$ cat config.mk
export PLATFORM = sky130hd
export DESIGN_NAME = lsu_mem_port
export DESIGN_NICKNAME = d
export VERILOG_FILES = /design/src/rtl/parameter_pkg.sv /design/src/rtl/lsu_store_merge.sv /design/src/rtl/lsu_mem_port.sv
export SDC_FILE = /design/constraint.sdc
export NUM_CORES = 1
export LEC_CHECK = 0
export CORE_UTILIZATION = 53
export DETAILED_ROUTE_END_ITERATION = 16
export HOLD_SLACK_MARGIN = 0.05
export PLACE_DENSITY = 0.86
export SLEW_MARGIN = 10
export SYNTH_ARGS = -nofsm -noshare
export SYNTH_HDL_FRONTEND = slang
export SYNTH_SLANG_ARGS = --single-unit
export TNS_END_PERCENT = 20
$ cat constraint.sdc
create_clock -name clk -period 5.95 [get_ports clk]
set_input_delay 1.4875 -clock clk [delete_from_list [all_inputs] [get_ports clk]]
set_output_delay 1.4875 -clock clk [all_outputs]
set_load 0.01 [all_outputs]
$ cat src/rtl/parameter_pkg.sv
// parameter_pkg: funct3 encodings, LSU state type and access-size helpers
package parameter_pkg;
  localparam logic [2:0] F3_LB  = 3'b000;
  localparam logic [2:0] F3_LH  = 3'b001;
  localparam logic [2:0] F3_LW  = 3'b010;
  localparam logic [2:0] F3_LBU = 3'b100;
  localparam logic [2:0] F3_LHU = 3'b101;
  localparam logic [2:0] F3_SB  = 3'b000;
  localparam logic [2:0] F3_SH  = 3'b001;
  localparam logic [2:0] F3_SW  = 3'b010;
  typedef enum logic [2:0] {
    IDLE, LD_REQ, LD_WAIT, RMW_RD, RMW_WAIT, ST_WR, RESP
  } lsu_state_t;
  function automatic logic f3_legal(input logic is_store, input logic [2:0] f3);
    return is_store ? (f3 < 3'd3) : (f3 == F3_LB || f3 == F3_LH || f3 == F3_LW || f3 == F3_LBU || f3 == F3_LHU);
  endfunction
  function automatic logic f3_misaligned(input logic [2:0] f3, input logic [1:0] a);
    return (f3[1:0] == 2'b01 && a[0]) || (f3[1:0] == 2'b10 && a != 2'b00);
  endfunction
endpackage

$ cat src/rtl/lsu_store_merge.sv
// lsu_store_merge: splices a byte or halfword store into the old memory word
module lsu_store_merge
  import parameter_pkg::*;
#(
  parameter int DATA_WIDTH = 32
) (
  input  logic [DATA_WIDTH-1:0] old_word,
  input  logic [DATA_WIDTH-1:0] new_data,
  input  logic [2:0]            funct3,
  input  logic [1:0]            addr_lo,
  output logic [DATA_WIDTH-1:0] merged
);
  // replace the addressed lane, keep the rest of the old word
  always_comb begin
    merged = old_word;
    if (funct3 == F3_SB) merged[{addr_lo, 3'b000} +: 8] = new_data[7:0];
    else if (funct3 == F3_SH) merged[{addr_lo[1], 4'b0000} +: 16] = new_data[15:0];
    else merged = new_data;
  end
endmodule

$ cat src/rtl/lsu_mem_port.sv
// lsu_mem_port: one-at-a-time load/store port with RMW for SB/SH; LSU_MISALIGN_TRAP_EN enables misalign traps
module lsu_mem_port
  import parameter_pkg::*;
#(
  parameter int DATA_WIDTH    = 32,
  parameter int ADDR_WIDTH    = 32,
  parameter int DEPTH         = 1024,
  parameter int ROB_TAG_WIDTH = 5
) (
  input  logic                     clk,
  input  logic                     rst,
  input  logic                     flush,
  input  logic                     req_valid,
  output logic                     req_ready,
  input  logic                     req_is_store,
  input  logic [2:0]               req_funct3,
  input  logic [ADDR_WIDTH-1:0]    req_addr,
  input  logic [DATA_WIDTH-1:0]    req_wdata,
  input  logic [ROB_TAG_WIDTH-1:0] req_tag,
  output logic                     resp_valid,
  input  logic                     resp_ready,
  output logic [ROB_TAG_WIDTH-1:0] resp_tag,
  output logic [DATA_WIDTH-1:0]    resp_data,
  output logic                     resp_is_store,
  output logic                     resp_exception,
  output logic [ADDR_WIDTH-1:0]    mem_raddr,
  output logic [ADDR_WIDTH-1:0]    mem_waddr,
  output logic [DATA_WIDTH-1:0]    mem_wdata,
  output logic [2:0]               mem_funct3,
  output logic                     mem_read_en,
  output logic                     mem_write_en,
  input  logic [DATA_WIDTH-1:0]    mem_rdata,
  input  logic                     mem_rdata_valid
);
  if (DEPTH < 1) begin : g_bad_depth
    $error("lsu_mem_port: DEPTH must be positive");
  end
  lsu_state_t            state;
  logic [ADDR_WIDTH-1:0] addr_q;
  logic [DATA_WIDTH-1:0] wdata_q;
  logic [2:0]            f3_q;
  logic [DATA_WIDTH-1:0] merged;
  logic [ADDR_WIDTH-1:0] aligned;
  logic                  bad;
  logic                  kill;
  assign req_ready = state == IDLE && !rst;
`ifdef LSU_MISALIGN_TRAP_EN
  assign bad = !f3_legal(req_is_store, req_funct3) || f3_misaligned(req_funct3, req_addr[1:0]);
`else
  assign bad = !f3_legal(req_is_store, req_funct3);
`endif
  assign aligned = req_funct3[1:0] == 2'b10 ? {req_addr[ADDR_WIDTH-1:2], 2'b00} :
                   req_funct3[1:0] == 2'b01 ? {req_addr[ADDR_WIDTH-1:1], 1'b0} : req_addr;
  // loads are speculative: flush drops them anywhere up to and including their response
  assign kill = flush && !resp_is_store && (state == LD_REQ || state == LD_WAIT || state == RESP);
  lsu_store_merge #(.DATA_WIDTH(DATA_WIDTH)) u_merge (
    .old_word(mem_rdata),
    .new_data(wdata_q),
    .funct3  (f3_q),
    .addr_lo (addr_q[1:0]),
    .merged  (merged)
  );
  // access sequencer; every memory and response output is a register
  always_ff @(posedge clk) begin
    if (rst) begin
      state          <= IDLE;
      addr_q         <= '0;
      wdata_q        <= '0;
      f3_q           <= '0;
      resp_valid     <= 1'b0;
      resp_tag       <= '0;
      resp_data      <= '0;
      resp_is_store  <= 1'b0;
      resp_exception <= 1'b0;
      mem_raddr      <= '0;
      mem_waddr      <= '0;
      mem_wdata      <= '0;
      mem_funct3     <= '0;
      mem_read_en    <= 1'b0;
      mem_write_en   <= 1'b0;
    end else begin
      mem_read_en  <= 1'b0;
      mem_write_en <= 1'b0;
      if (kill) begin
        state      <= IDLE;
        resp_valid <= 1'b0;
      end else begin
        case (state)
          IDLE: if (req_valid && !flush) begin
            resp_tag       <= req_tag;
            resp_is_store  <= req_is_store;
            resp_exception <= bad;
            resp_data      <= '0;
            addr_q         <= aligned;
            wdata_q        <= req_wdata;
            f3_q           <= req_funct3;
            if (bad) begin
              state      <= RESP;
              resp_valid <= 1'b1;
            end else if (!req_is_store) begin
              state       <= LD_REQ;
              mem_read_en <= 1'b1;
              mem_raddr   <= aligned;
              mem_funct3  <= req_funct3;
            end else if (req_funct3 == F3_SW) begin
              state        <= ST_WR;
              mem_write_en <= 1'b1;
              mem_waddr    <= {2'b00, req_addr[ADDR_WIDTH-1:2]};
              mem_wdata    <= req_wdata;
              mem_funct3   <= F3_SW;
            end else begin
              state       <= RMW_RD;
              mem_read_en <= 1'b1;
              mem_raddr   <= {req_addr[ADDR_WIDTH-1:2], 2'b00};
              mem_funct3  <= F3_LW;
            end
          end
          LD_REQ: state <= LD_WAIT;
          LD_WAIT: if (mem_rdata_valid) begin
            state      <= RESP;
            resp_valid <= 1'b1;
            resp_data  <= mem_rdata;
          end
          RMW_RD: state <= RMW_WAIT;
          RMW_WAIT: if (mem_rdata_valid) begin
            state        <= ST_WR;
            mem_write_en <= 1'b1;
            mem_waddr    <= {2'b00, addr_q[ADDR_WIDTH-1:2]};
            mem_wdata    <= merged;
            mem_funct3   <= f3_q;
          end
          ST_WR: begin
            state      <= RESP;
            resp_valid <= 1'b1;
          end
          RESP: if (resp_ready) begin
            state      <= IDLE;
            resp_valid <= 1'b0;
          end
          default: state <= IDLE;
        endcase
      end
    end
  end
endmodule
==> run_results.csv <==
group,metric,value,unit
detailed_routing,post_drt_via_cell_ratio,6.304,
detailed_routing,wl,31970,um
clock_network,cts_buffers,22,
clock_network,ctsHoldBuffers,0,
timing,setup_slack,1992,ps
detailed_routing,dr_wl_met2,14370,um
logic_synthesis,synth_cells,1227,
logic_synthesis,synth_xor_area_share,0,%
logic_synthesis,yosysWarningCount,0,
global_routing,grt_overflow,0,
timing,finalHoldViolCount,0,
clock_network,cts_tree,"yes",
place,routabilityCongestion,0.9074,
final_layout,drive_gt1_share,5.267,%
logic_synthesis,ys_seq_area_share,43.19,%
clock_network,post_cts_resized,0,
global_routing,grt_max_degree,93,
worst_hold_path,min_from,"wdata_q[23]",
critical_path,start_kind,"primary input",
floorplanning,die_w,137.2,um
final_layout,layout.nets,1505,
global_routing,grt_pass1_vias,9316,
clock_network,cts.sinks,209,
clock_network,clockBufferDepth,3,
critical_path,cp-end-kind,"primary output",
global_routing,grt_pass1_wl,49400,um
critical_path,worst-path-max-fanout,40,
final_layout,final_cell_mix,"252 x nand2_1, 249 x clkdlybuf4s50_1, 219 x a21oi_1",
critical_path,crit_start,"rst",
global_routing,grt_usage,33.19,%
logic_synthesis,synth_edf_count,0,
detailed_routing,vias,10300,
timing,clock.fmax,252.6,MHz
timing,post-route-period-util,66.52,%
pwr,p_leak,4.216,nW
critical_path,crit_type,"in2out",
final_layout,syn_to_final_growth,32.70,%
timing,tightest_slew,1246,ps
logic_synthesis,yosys.area_share.simple,19.50,%
logic_synthesis,ys_seq_elements,209,
global_routing,antenna_found_initial,0,
logic_synthesis,yosys.cell_types.count,58,
floorplanning,die_h,137.2,um
outcome,outcome,"finished, final reports clean",
logic_synthesis,synth_mux_area_share,1.653,%
logic_synthesis,syn_area_per_cell,7.896,sq um
critical_path,cp_top_family,"buffers and inverters",
detailed_routing,wl_met1,13020,um
clock_network,htreeDepth,1,
detailed_routing,drc,0,
clock_network,cts_root_buf,"clkbuf_16",
final_layout,final_common_cell,"nand2_1",
critical_path,cp_num_buf_inv,2,
floorplanning,core-area,17960,sq um
detailed_routing,dr_wl_met3,3239,um
pwr,ir_worst_vdd,224.8,uV
detailed_routing,wl_per_cell,19.57,um
critical_path,required,4460,ps
clock_network,clkTransAtPathRegs,60,ps
place,port_buffers,250,
detailed_routing,ant_nets,0,
timing,tns,0,ps
clock_network,insertion_delay,510,ps
timing,period_needed,3958,ps
floorplanning,start_util,53.93,%
detailed_routing,drtIter0Drc,973,
logic_synthesis,synth-compound-area-share,28.80,%
timing,rsz0062_at_grt,"no",
floorplanning,io_pins,253,
clock_network,post_cts_buffers,0,
timing,relSlewSlack,15.80,%
logic_synthesis,synth_top_cell_area_share,43.19,%
place,hpwl,21020,um
final_layout,fill_cells,1419,
logic_synthesis,synthFlopType,"dfxtp_1",
timing,slew_violations,0,
logic_synthesis,synth_fa_ha_area_share,0.6457,%
critical_path,crit_path_cell_trace,"buf_6 -> nor3_1 -> clkdlybuf4s50_1",
final_layout,diodes,0,
logic_synthesis,netlist_area,9688,sq um
floorplanning,row_count,49,
logic_synthesis,synth_top_family_by_area,"compound AO/OA/AOI/OAI gates",
critical_path,critPathMaxStageDelay,580,ps
logic_synthesis,yosys.area.top_type,"dfxtp_1",
timing,finalSetupViolCount,0,
logic_synthesis,netlist_top_cells_area,"dfxtp_1 43%, a21oi_1 11%, nand2_1 9.8%, a311oi_1 5.6%, o21ai_0 4.3%",
critical_path,critical_path.slowest_cell,"clkdlybuf4s50_1",
place,dp_slack,1696,ps
timing,hold_slack,455.4,ps
pwr,p_total,0.003747,W
floorplanning,dieArea,18820,sq um
run,cap_viol_max_count,0,
logic_synthesis,async_flop_share,0,%
detailed_routing,drtPass1Iterations,7,
timing,fin_skew,17.09,ps
critical_path,cp.arrival,2470,ps
detailed_routing,maxUsedRoutingLayer,"met4",
worst_hold_path,worstHoldPathType,"reg2reg",
pwr,power_per_cell_area,291.5,nW/um^2
critical_path,reg2reg_from,"addr_q[1]",
-- cells by family after synthesis --
logic type | Yosys count
AOI/OAI and AO/OA | 451
adders and majority gates | 5
buffers and inverters | 138
DFF | 209
muxes | 16
other | 1
and+or+nand+nor | 407
-- path summary, 6_finish.rpt --
kind	cells after the start	slack [ps]	to
setup / recovery	3	1990	req_ready
hold / removal	2	460	wdata_q[23]
setup reg to reg	7	2670	mem_wdata[17]
hold reg to reg	2	460	wdata_q[23]
-- synthesized netlist by cell type (10+ instances only) --
cell,instances
mux2i_1,16
nand2b_1,18
a21oi_1,219
nor2_1,16
nand2_1,253
nand4_1,32
clkbuf_1,76
dfxtp_1,209
a311oi_1,62
o2111ai_1,10
buf_2,46
nand3_1,39
a221o_1,16
o21ai_0,83
-- power breakdown --
part	total [W]	internal, W	switching (W)
registers	0.00155	0.00148	0.0000669
logic	0.000739	0.000300	0.000439
clock network	0.00146	0.000888	0.000572
total	0.00375	0.00267	0.00108
-- through the flow --
step,utilization (%),cell area [sq um],cells
3_3_place_gp,67.30,12090,1594
2_1_floorplan,-,9692,1228
4_1_cts,71.57,12860,1634
3_5_place_dp,67.30,12090,1594
5_1_grt,71.57,12860,1634
6_report,71.57,12860,1634
-- worst min-delay path, cell delays in order (launching register included) --
cell	delay, ps
dfxtp_1	310
nand2_1	50
a21oi_1	50
-- flip-flops by register name (all words and copies together) (netlist names) --
name	flops
mem_funct3	3
resp_valid	1
resp_is_store	1
resp_data	32
mem_read_en	1
resp_tag	5
mem_raddr	32
wdata_q	32
f3_q	3
mem_wdata	32
mem_write_en	1
mem_waddr	30
resp_exception	1
state	3
addr_q	32
-- cell type report --
class	instances	area (sq um)	area share, %
clock buffer	31	604.3	4.701
clock inverter	9	162.7	1.265
inverter	8	30.03	0.2336
multi-input combinational	881	4956	38.55
sequential	209	4185	32.55
tap	229	286.5	2.229
timing repair buffer	267	2631	20.47
-- layer usage --
metal,GRT usage (%),vias up
met5,0,-
met4,13.25,0
met3,7.027,99
met2,50.84,579
met1,45.43,4842
li1,-,4780
(Power assumes the default switching activity.)
